[src/rtl/muldiv_seq_pkg.sv]
// muldiv_seq_pkg: shared definitions for the HI/LO multiply/divide sequencer.
//   - funct codes of the eight HI/LO instructions
//   - 2-bit FSM state encodings
//   - small decode helpers used by the sequencer
package muldiv_seq_pkg;

   // funct field codes (R-type, opcode 000000)
   localparam logic [5:0] func_mfhi  = 6'b010000;
   localparam logic [5:0] func_mthi  = 6'b010001;
   localparam logic [5:0] func_mflo  = 6'b010010;
   localparam logic [5:0] func_mtlo  = 6'b010011;
   localparam logic [5:0] func_mult  = 6'b011000;
   localparam logic [5:0] func_multu = 6'b011001;
   localparam logic [5:0] func_div   = 6'b011010;
   localparam logic [5:0] func_divu  = 6'b011011;

   // FSM state encodings
   localparam logic [1:0] st_idle = 2'd0;
   localparam logic [1:0] st_calc = 2'd1;
   localparam logic [1:0] st_fix  = 2'd2;

   // mult/multu/div/divu: the iterative operations
   function automatic logic is_iter_op(input logic [5:0] f);
      return (f == func_mult) || (f == func_multu) || (f == func_div) || (f == func_divu);
   endfunction

   // mfhi/mthi/mflo/mtlo: the register moves
   function automatic logic is_move_op(input logic [5:0] f);
      return (f == func_mfhi) || (f == func_mthi) || (f == func_mflo) || (f == func_mtlo);
   endfunction

   function automatic logic is_div_op(input logic [5:0] f);
      return (f == func_div) || (f == func_divu);
   endfunction

   function automatic logic is_signed_op(input logic [5:0] f);
      return (f == func_mult) || (f == func_div);
   endfunction

endpackage

[src/rtl/muldiv_dp.sv]
// muldiv_dp: iterative multiply/divide datapath, one bit per step.
//   clk, rst_n     clock, asynchronous active-low reset
//   load           latch operand magnitudes, signs and op type
//   step           one shift-add (multiply) or restoring-subtract (divide) iteration
//   fix            commit the sign-corrected result into the accumulator
//   is_div         op type, sampled on load
//   is_signed      signedness, sampled on load
//   a, b           rs / rt operands, sampled on load
//   res_hi, res_lo sign-corrected result (HI/LO view), valid during the fix cycle
module muldiv_dp #(
   parameter int unsigned XLEN = 32
) (
   input  logic            clk,
   input  logic            rst_n,
   input  logic            load,
   input  logic            step,
   input  logic            fix,
   input  logic            is_div,
   input  logic            is_signed,
   input  logic [XLEN-1:0] a,
   input  logic [XLEN-1:0] b,
   output logic [XLEN-1:0] res_hi,
   output logic [XLEN-1:0] res_lo
);

   // acc: multiply {partial product, multiplier}; divide {remainder, quotient/dividend}
   logic [2*XLEN-1:0] acc_q, acc_d;
   // opnd: multiplicand or divisor magnitude
   logic [XLEN-1:0]   opnd_q, opnd_d;
   logic              div_q, div_d;
   logic              neg_res_q, neg_res_d;  // negate product / quotient
   logic              neg_rem_q, neg_rem_d;  // negate remainder (dividend negative)
   logic              div0_q, div0_d;

   logic              sa, sb;
   logic [XLEN-1:0]   mag_a, mag_b;
   logic [XLEN:0]     mul_sum;
   logic [XLEN:0]     div_t, div_diff;
   logic [XLEN-1:0]   rem, quo;
   logic [2*XLEN-1:0] prod_fix;
   logic [XLEN-1:0]   quo_fix, rem_fix;

   assign sa    = is_signed & a[XLEN-1];
   assign sb    = is_signed & b[XLEN-1];
   assign mag_a = sa ? -a : a;
   assign mag_b = sb ? -b : b;

   assign rem = acc_q[2*XLEN-1:XLEN];
   assign quo = acc_q[XLEN-1:0];

   assign mul_sum  = {1'b0, rem} + {1'b0, opnd_q};
   assign div_t    = {rem, quo[XLEN-1]};
   assign div_diff = div_t - {1'b0, opnd_q};

   // Divide by zero naturally leaves |A| in the remainder; only the quotient needs forcing.
   assign prod_fix = neg_res_q ? -acc_q : acc_q;
   assign quo_fix  = div0_q ? '1 : (neg_res_q ? -quo : quo);
   assign rem_fix  = neg_rem_q ? -rem : rem;

   assign res_hi = div_q ? rem_fix : prod_fix[2*XLEN-1:XLEN];
   assign res_lo = div_q ? quo_fix : prod_fix[XLEN-1:0];

   always_comb begin
      acc_d     = acc_q;
      opnd_d    = opnd_q;
      div_d     = div_q;
      neg_res_d = neg_res_q;
      neg_rem_d = neg_rem_q;
      div0_d    = div0_q;
      if (load) begin
         div_d     = is_div;
         neg_res_d = sa ^ sb;
         neg_rem_d = is_div & sa;
         div0_d    = is_div & (b == '0);
         if (is_div) begin
            acc_d  = {{XLEN{1'b0}}, mag_a};
            opnd_d = mag_b;
         end else begin
            acc_d  = {{XLEN{1'b0}}, mag_b};
            opnd_d = mag_a;
         end
      end else if (step) begin
         if (div_q) begin
            // compare, not borrow bit: a zero divisor must always "fit"
            if (div_t >= {1'b0, opnd_q}) begin
               acc_d = {div_diff[XLEN-1:0], quo[XLEN-2:0], 1'b1};
            end else begin
               acc_d = {div_t[XLEN-1:0], quo[XLEN-2:0], 1'b0};
            end
         end else if (acc_q[0]) begin
            acc_d = {mul_sum, quo[XLEN-1:1]};
         end else begin
            acc_d = {1'b0, acc_q[2*XLEN-1:1]};
         end
      end else if (fix) begin
         acc_d     = {res_hi, res_lo};
         neg_res_d = 1'b0;
         neg_rem_d = 1'b0;
         div0_d    = 1'b0;
      end
   end

   always_ff @(posedge clk or negedge rst_n) begin
      if (!rst_n) begin
         acc_q     <= '0;
         opnd_q    <= '0;
         div_q     <= 1'b0;
         neg_res_q <= 1'b0;
         neg_rem_q <= 1'b0;
         div0_q    <= 1'b0;
      end else begin
         acc_q     <= acc_d;
         opnd_q    <= opnd_d;
         div_q     <= div_d;
         neg_res_q <= neg_res_d;
         neg_rem_q <= neg_rem_d;
         div0_q    <= div0_d;
      end
   end

endmodule

[src/rtl/muldiv_seq.sv]
// muldiv_seq: HI/LO owner and multi-cycle mult/div sequencer beside the ALU.
//   clk, rst_n  clock, asynchronous active-low reset
//   start       R-type instruction in decode this cycle
//   Func        funct field
//   A, B        rs / rt values
//   HI, LO      HI/LO registers (mfhi/mflo read these directly)
//   busy        iterative operation in progress (CALC or FIX)
//   done        one-cycle pulse after HI/LO are written by mult/div
//   stall       HI/LO instruction presented while busy; the core holds the PC
module muldiv_seq #(
   parameter int unsigned XLEN = 32
) (
   input  logic            clk,
   input  logic            rst_n,
   input  logic            start,
   input  logic [5:0]      Func,
   input  logic [XLEN-1:0] A,
   input  logic [XLEN-1:0] B,
   output logic [XLEN-1:0] HI,
   output logic [XLEN-1:0] LO,
   output logic            busy,
   output logic            done,
   output logic            stall
);
   import muldiv_seq_pkg::*;

   localparam int unsigned CntW = $clog2(XLEN);

   logic [1:0]      state_q, state_d;
   logic [CntW-1:0] cnt_q, cnt_d;
   logic [XLEN-1:0] hi_q, hi_d;
   logic [XLEN-1:0] lo_q, lo_d;
   logic            done_q, done_d;

   logic            load, step, fix;
   logic            cnt_last;
   logic [XLEN-1:0] res_hi, res_lo;

   assign busy     = (state_q != st_idle);
   assign stall    = busy & start & (is_iter_op(Func) | is_move_op(Func));
   assign cnt_last = (cnt_q == CntW'(XLEN - 1));
   assign step     = (state_q == st_calc);
   assign fix      = (state_q == st_fix);

   assign HI   = hi_q;
   assign LO   = lo_q;
   assign done = done_q;

   always_comb begin
      state_d = state_q;
      cnt_d   = cnt_q;
      hi_d    = hi_q;
      lo_d    = lo_q;
      load    = 1'b0;
      done_d  = 1'b0;
      case (state_q)
         st_idle: begin
            if (start) begin
               if (is_iter_op(Func)) begin
                  load    = 1'b1;
                  cnt_d   = '0;
                  state_d = st_calc;
               end else if (Func == func_mthi) begin
                  hi_d = A;
               end else if (Func == func_mtlo) begin
                  lo_d = A;
               end
            end
         end
         st_calc: begin
            cnt_d = cnt_q + 1'b1;  // wraps back to 0 on the last step
            if (cnt_last) begin
               state_d = st_fix;
            end
         end
         st_fix: begin
            hi_d    = res_hi;
            lo_d    = res_lo;
            done_d  = 1'b1;
            state_d = st_idle;
         end
         default: state_d = st_idle;
      endcase
   end

   always_ff @(posedge clk or negedge rst_n) begin
      if (!rst_n) begin
         state_q <= st_idle;
         cnt_q   <= '0;
         hi_q    <= '0;
         lo_q    <= '0;
         done_q  <= 1'b0;
      end else begin
         state_q <= state_d;
         cnt_q   <= cnt_d;
         hi_q    <= hi_d;
         lo_q    <= lo_d;
         done_q  <= done_d;
      end
   end

   muldiv_dp #(
      .XLEN(XLEN)
   ) u_dp (
      .clk      (clk),
      .rst_n    (rst_n),
      .load     (load),
      .step     (step),
      .fix      (fix),
      .is_div   (is_div_op(Func)),
      .is_signed(is_signed_op(Func)),
      .a        (A),
      .b        (B),
      .res_hi   (res_hi),
      .res_lo   (res_lo)
   );

endmodule

[config.mk]
export PLATFORM = sky130hd
export DESIGN_NAME = muldiv_seq
export DESIGN_NICKNAME = d
export VERILOG_FILES = /design/src/rtl/muldiv_seq_pkg.sv /design/src/rtl/muldiv_dp.sv /design/src/rtl/muldiv_seq.sv
export SDC_FILE = /design/constraint.sdc
export NUM_CORES = 1
export LEC_CHECK = 0
export ABC_CLOCK_PERIOD_IN_PS = 4250
export CAP_MARGIN = 20
export CORE_ASPECT_RATIO = 1.75
export CORE_MARGIN = 10
export CORE_UTILIZATION = 45
export CTS_BUF_LIST = sky130_fd_sc_hd__clkbuf_16
export DETAILED_ROUTE_END_ITERATION = 10
export DONT_BUFFER_PORTS = 1
export SYNTH_ARGS = -nofsm -noshare
export SYNTH_HDL_FRONTEND = slang
export SYNTH_SLANG_ARGS = --single-unit
export TNS_END_PERCENT = 1
[constraint.sdc]
create_clock -name clk -period 4.25 [get_ports clk]
set_clock_uncertainty 0.2 [all_clocks]
set_input_delay 0.85 -clock clk [delete_from_list [all_inputs] [get_ports clk]]
set_output_delay 0.85 -clock clk [all_outputs]
set_load 0.03 [all_outputs]
Word level (Yosys, flattened, before mapping) --
Index checks and enable logic that the tools add are counted.
Cells by class: magnitude comparators 1, muxes and demuxes 41, bitwise gates (word level) 8, add/sub/neg operators 8, reduce and logical (&&, ||, !) cells 20, equality and inequality tests 19
Operators with widths (count):
- $mux 32 | 16
- $mux 64 | 7
- $neg 32->32 | 4
- $pmux 32 s2 | 2
- $neg 64->64 | 1
- $eq 6x5->1 const B | 8
- $add 32x32->33 | 1
- $ge 33x32->1 | 1
- $logic_not 32->1 | 1
- $sub 32x32->32 | 1
- $ne 2x2->1 const B | 7
- $mux 5 | 2
- $pmux 5 s2 | 1
- $mux 1 | 9
- $logic_or 1x1->1 | 8
- $reduce_bool 2->1 | 4
- $and 1x1->1 | 6
- $mux 2 | 3
- $reduce_and 3->1 | 2
- $add 5x1->5 const B | 1
- $eq 5x5->1 const B | 1
- $reduce_and 5->1 | 1
- $pmux 2 s2 | 1
- $reduce_and 4->1 | 1
- other kinds (8) | 8
Storage, ports and cells: input bits 73, output and inout bits 67, register bits after elaboration 172

Logic depth before layout (Yosys ltp) --
word-level depth 9, depth in mapped cells 14

By module --
A second synthesis with hierarchy kept.
Second synthesis, totals: cell total of the unflattened synthesis 2151, area, all modules 16679.7 µm²
Modules (own cells, without submodules):
- muldiv_dp | area an instance 13051.3 µm², cells each 1799, instances 1
- muldiv_seq | area an instance 3628.5 µm², cells each 352, instances 1

Least setup slack after synthesis --
No wires, ideal clock.
path kind register to register, from register u_dp.acc_q[0], to register u_dp.acc_q[52], arrival time 3443 ps, path slack 475 ps, stages on the path, launching flop included 14, path buffers 2, cells stage by stage dfrtp_1 > buf_4 > inv_1 > clkbuf_1 > ha_1 > or3b_2 > or4_4 > or3_1 > or4_1 > nand4b_1 > o21ai_2 > nor3_1 > a221oi_1 > o21ai_1
On the way: cells in the longest elaborated chain, start to end 6, elaborated cells between the ends (all ways) 8, classes of those cells 1 x add/sub; 7 x mux
RTL lines:
- start, declared | line muldiv_dp.sv:27 | logic [2*XLEN-1:0] acc_q, acc_d;
- start signal, assigned | line muldiv_dp.sv:105 | acc_q <= '0;
- start signal, assigned | line muldiv_dp.sv:112 | acc_q <= acc_d;
- $neg 64->64 | line muldiv_dp.sv:56 | assign prod_fix = neg_res_q ? -acc_q : acc_q;
- $mux 64 | line muldiv_dp.sv:56
- $mux 32 | line muldiv_dp.sv:60 | assign res_hi = div_q ? rem_fix : prod_fix[2*XLEN-1:XLEN];
- $mux 64 | line muldiv_dp.sv:95 | end else if (fix) begin
- $mux 64 (*) | line muldiv_dp.sv:82 | end else if (step) begin
- $mux 64 (*) | line muldiv_dp.sv:70 | if (load) begin
Mark *: on every way between the ends. The rest lies on a longest branch, timed or not. The select of a mux whose other input is x is not followed. A chain may end at the register's enable or synchronous reset.

Final worst setup path --
from register u_dp.acc_q[1], to register hi_q[12] (netlist: HI[12])
On the way: cells in the longest elaborated chain, start to end 4
RTL lines:
- $neg 64->64 | line muldiv_dp.sv:56
- $mux 64 | line muldiv_dp.sv:56
- $mux 32 | line muldiv_dp.sv:60
- $pmux 32 s2 | line muldiv_seq.sv:56 | case (state_q)
- end signal, assigned | line muldiv_seq.sv:96 | hi_q <= hi_d;
- end, declared | line muldiv_seq.sv:31 | logic [XLEN-1:0] hi_q, hi_d;
No other way between the ends.

==> impl_metrics.yaml <==
logic_synthesis:
  yosysUniqueCellTypes: 80
  syn_avg_cell_area_um2: 7.498
  synthCells: 2098
  synth_nets: 2243
  yosys_warnings: 0
  syn_area_um2: 15730
  ys_seq_area_frac: 0.2736
  synth-main-ff-cell: "dfrtp_1"
  ys_ff_latch: 172
  synth_edf_count: 0
  async_flop_share: 1.000
setup_path:
  cpPeakStageDelay_ns: 0.55
  arrival_ns: 4.40
  worstPathRequired_ns: 4.38
  slowest_stage: "or4_1"
  critPathKind: "reg2reg"
  r2r-start: "u_dp.acc_q[1]"
  setup.worst_path.end_class: "register"
  path_delay_family: "simple AND/OR/NAND/NOR gates"
  path_cells: "inv_1 -> ha_1 -> or3b_2 -> or4_4 -> or3_1 -> or4_1 -> a21oi_1 -> a21oi_1 -> xnor2_1 -> nor2_1 -> a21oi_1 -> o21ai_1"
  cp_num_buf_inv: 1
  path_max_fanout: 5
  startpoint: "u_dp.acc_q[1]"
  critPathMostFrequentCell: "a21oi_1"
  crit_path_start_kind: "register"
finish:
  antenna_cells: 0
  regArea_um2: 4308
  nNetsFinal: 2219
  fill_cells: 3507
  multi_input_area_um2: 10660
  area_growth_pct: 9.210
  drive_gt1_frac: 0.08912
floorplanning:
  io_pins: 140
  initial_core_util: 0.4565
  die_w_um: 161.3
  die-area_um2: 43130
  core_area_um2: 34460
  rows: 90
  die_y_um: 267.3
place:
  gp_congestion: 1.030
  port_buffers: 0
  hpwl_mm: 53.95
clocking:
  cts_tree: "done"
  clkSinkCount: 172
  clk_latency_ns: 0.47
  cts_buffer_depth: 2
  cts_setup_buffers: 0
  path_clk_slew_ns: 0.08
  htreeDepth: 4
  ctsRootBufferMaster: "clkbuf_16"
  cts_buffers: 17
power_and_ir_drop:
  total_power_uw: 13880
  power_density_nw_per_um2: 808.0
  comb_power_share: 0.619
  swShare: 0.5338
  p_seq_frac: 0.260
  clkPwrFrac: 0.121
  p_int_uw: 6472
  vdd_drop_max_mv: 0.3747
  p_leak_uw: 0.007253
  p_sw_uw: 7409
timing:
  hold_viol: 172
  setup_viol: 1
  rsz0062_at_grt: "false"
  worstMarginPinSlew_ns: 1.018
  fin_ws_ns: -0.02118
  final.setup.tns_ns: -0.02118
  fmax_mhz: 234.1
  maxSlewHeadroom: 0.3140
  whs_ns: -0.1365
  period_minus_slack_ns: 4.271
  finalCritPeriodShare: 1.005
  slew_violations: 0
drt:
  routed_wl_mm: 70.75
  dr_total_vias: 16822
  wire_per_inst_um: 27.78
  first_pass_iters: 8
  avgViaCountPerCell: 6.605
  final_antenna_net_count: 0
  drc: 0
  drtIter0Drc: 1590
hold_path:
  worstHoldPathType: "in2async"
job:
  maxCapViolCount: 0
global_routing:
  gr-total-overflow: 0
  grt_pass1_vias: 16590
  grt_pass1_wl_mm: 104.8
  antenna_found_initial: 0
  grt_use_total: 0.3205
  grt_max_degree: 173
outcome:
  violations: "negative hold slack, negative setup slack"
  status: "finished with violations"
==> layout make-up <==
class                   count  share of cell area
multi-input cells        1717              0.6205
flip-flops and latches    172              0.2507
repair buffers            100             0.04515
well taps                 460             0.03350
clock buffers              17             0.02476
inverters                  66             0.01442
clock inverters            15             0.01092
==> placed cells by master, fill, tap and decap left out, types with 38 or more instances in the layout <==
cell type and n:
nand2_1 266, ha_1 70, a21o_1 38, xnor2_1 92
nor2_1 194, inv_1 65, xor2_1 82, dfrtp_1 171
o21ai_0 217, nand3_1 42, buf_4 98, a21oi_1 233
==> cell families after synthesis <==
group | count (synthesis) | share of synthesized area
xor gates and xnor gates | 174 | 0.09687
muxes | 55 | 0.03683
and+or+nand+nor | 687 | 0.2015
buffers and inverters | 209 | 0.05074
DFF | 172 | 0.2736
AOI/OAI and AO/OA | 729 | 0.2823
adders and majority gates | 72 | 0.05822
==> cell usage after synthesis, drive strengths merged (12+ instances only) <==
cell type    n  area (µm²)
inv         66       247.7
buf         28       118.9
o211ai      23       172.7
nand2      267        1005
o21ai      223        1131
or4         16       142.6
nand4       13       81.33
nand3       43       220.2
a221oi      25       219.0
nor4        21       146.4
o31ai       34       255.2
ha          70       875.8
a21oi      235        1180
xor2        82       718.2
clkbuf     115       431.7
a31oi       23       143.9
mux2i       32       320.3
and3        16       100.1
mux2        23       259.0
xnor2       92       805.8
nor2b       12       75.07
nor2       194       728.2
nor3b       12       90.09
a211oi      30       225.2
or3         19       121.4
nor3        37       196.4
a21o        38       285.3
dfrtp      172        4304
==> stage by stage <==
| step | instances | hold slack (ns) | area (µm²) | worst slack [ns] | util |
|---|---|---|---|---|---|
| 2_1_floorplan | 2098 | 0.2735 | 15730 | 0.4747 | - |
| 3_3_place_gp | 2515 | 0.2895 | 16570 | 0.3438 | 0.4808 |
| 3_5_place_dp | 2515 | 0.3021 | 16570 | 0.2770 | 0.4808 |
| 4_1_cts | 2547 | -0.1428 | 17180 | 0.2478 | 0.4986 |
| 5_1_grt | 2547 | -0.1488 | 17180 | 0.01269 | 0.4986 |
| 6_report | 2547 | -0.1365 | 17180 | -0.02118 | 0.4986 |
==> final timing paths <==
path	to	slack [ns]	cells past startpoint
setup reg to reg	HI[12]	-0.02	12
setup / recovery	HI[12]	-0.02	12
max in group asynchronous	u_dp.div_q	3.65	0
min in group clk	cnt_q[4]	0.32	2
hold / removal	cnt_q[2]	-0.14	0
hold reg to reg	cnt_q[4]	0.32	2
==> power groups by stage <==
stage / Combinational, µW / Sequential, µW / Clock (µW)
after floorplan: 6010 / 3200 / 0
after global placement: 8320 / 3590 / 0
after detailed placement: 8330 / 3600 / 0
after CTS: 8400 / 3570 / 1690
after global routing: 9340 / 3660 / 1740
final: 8590 / 3600 / 1680
==> worst reg2reg max path, cell delays in order, from the launching register on <==
cell	delay, ns
dfrtp_1	0.43
inv_1	0.13
ha_1	0.18
or3b_2	0.50
or4_4	0.48
or3_1	0.45
or4_1	0.55
a21oi_1	0.22
a21oi_1	0.13
xnor2_1	0.19
nor2_1	0.09
a21oi_1	0.47
o21ai_1	0.11
==> timing repair <==
action / in CTS / in global routing
resized for setup: 0 / 0
endpoints found under the hold margin: 172 / 172
setup endpoints to repair: 0 / 0
==> registers in the layout (all words and copies together), names as in the netlist, 2 cells and up <==
name / cells
state_q: 2
cnt_q: 5
LO: 32
u_dp.acc_q: 64
HI: 32
u_dp.opnd_q: 32
==> routing by layer <==
metal	up-vias	wire length, µm	track usage
met2	866	34670	0.5531
met5	-	0	0
li1	7528	-	-
met1	8137	24170	0.3290
met4	0	6829	0.2675
met3	291	5075	0.06211
No activity file was read; power rests on OpenSTA's default activity.
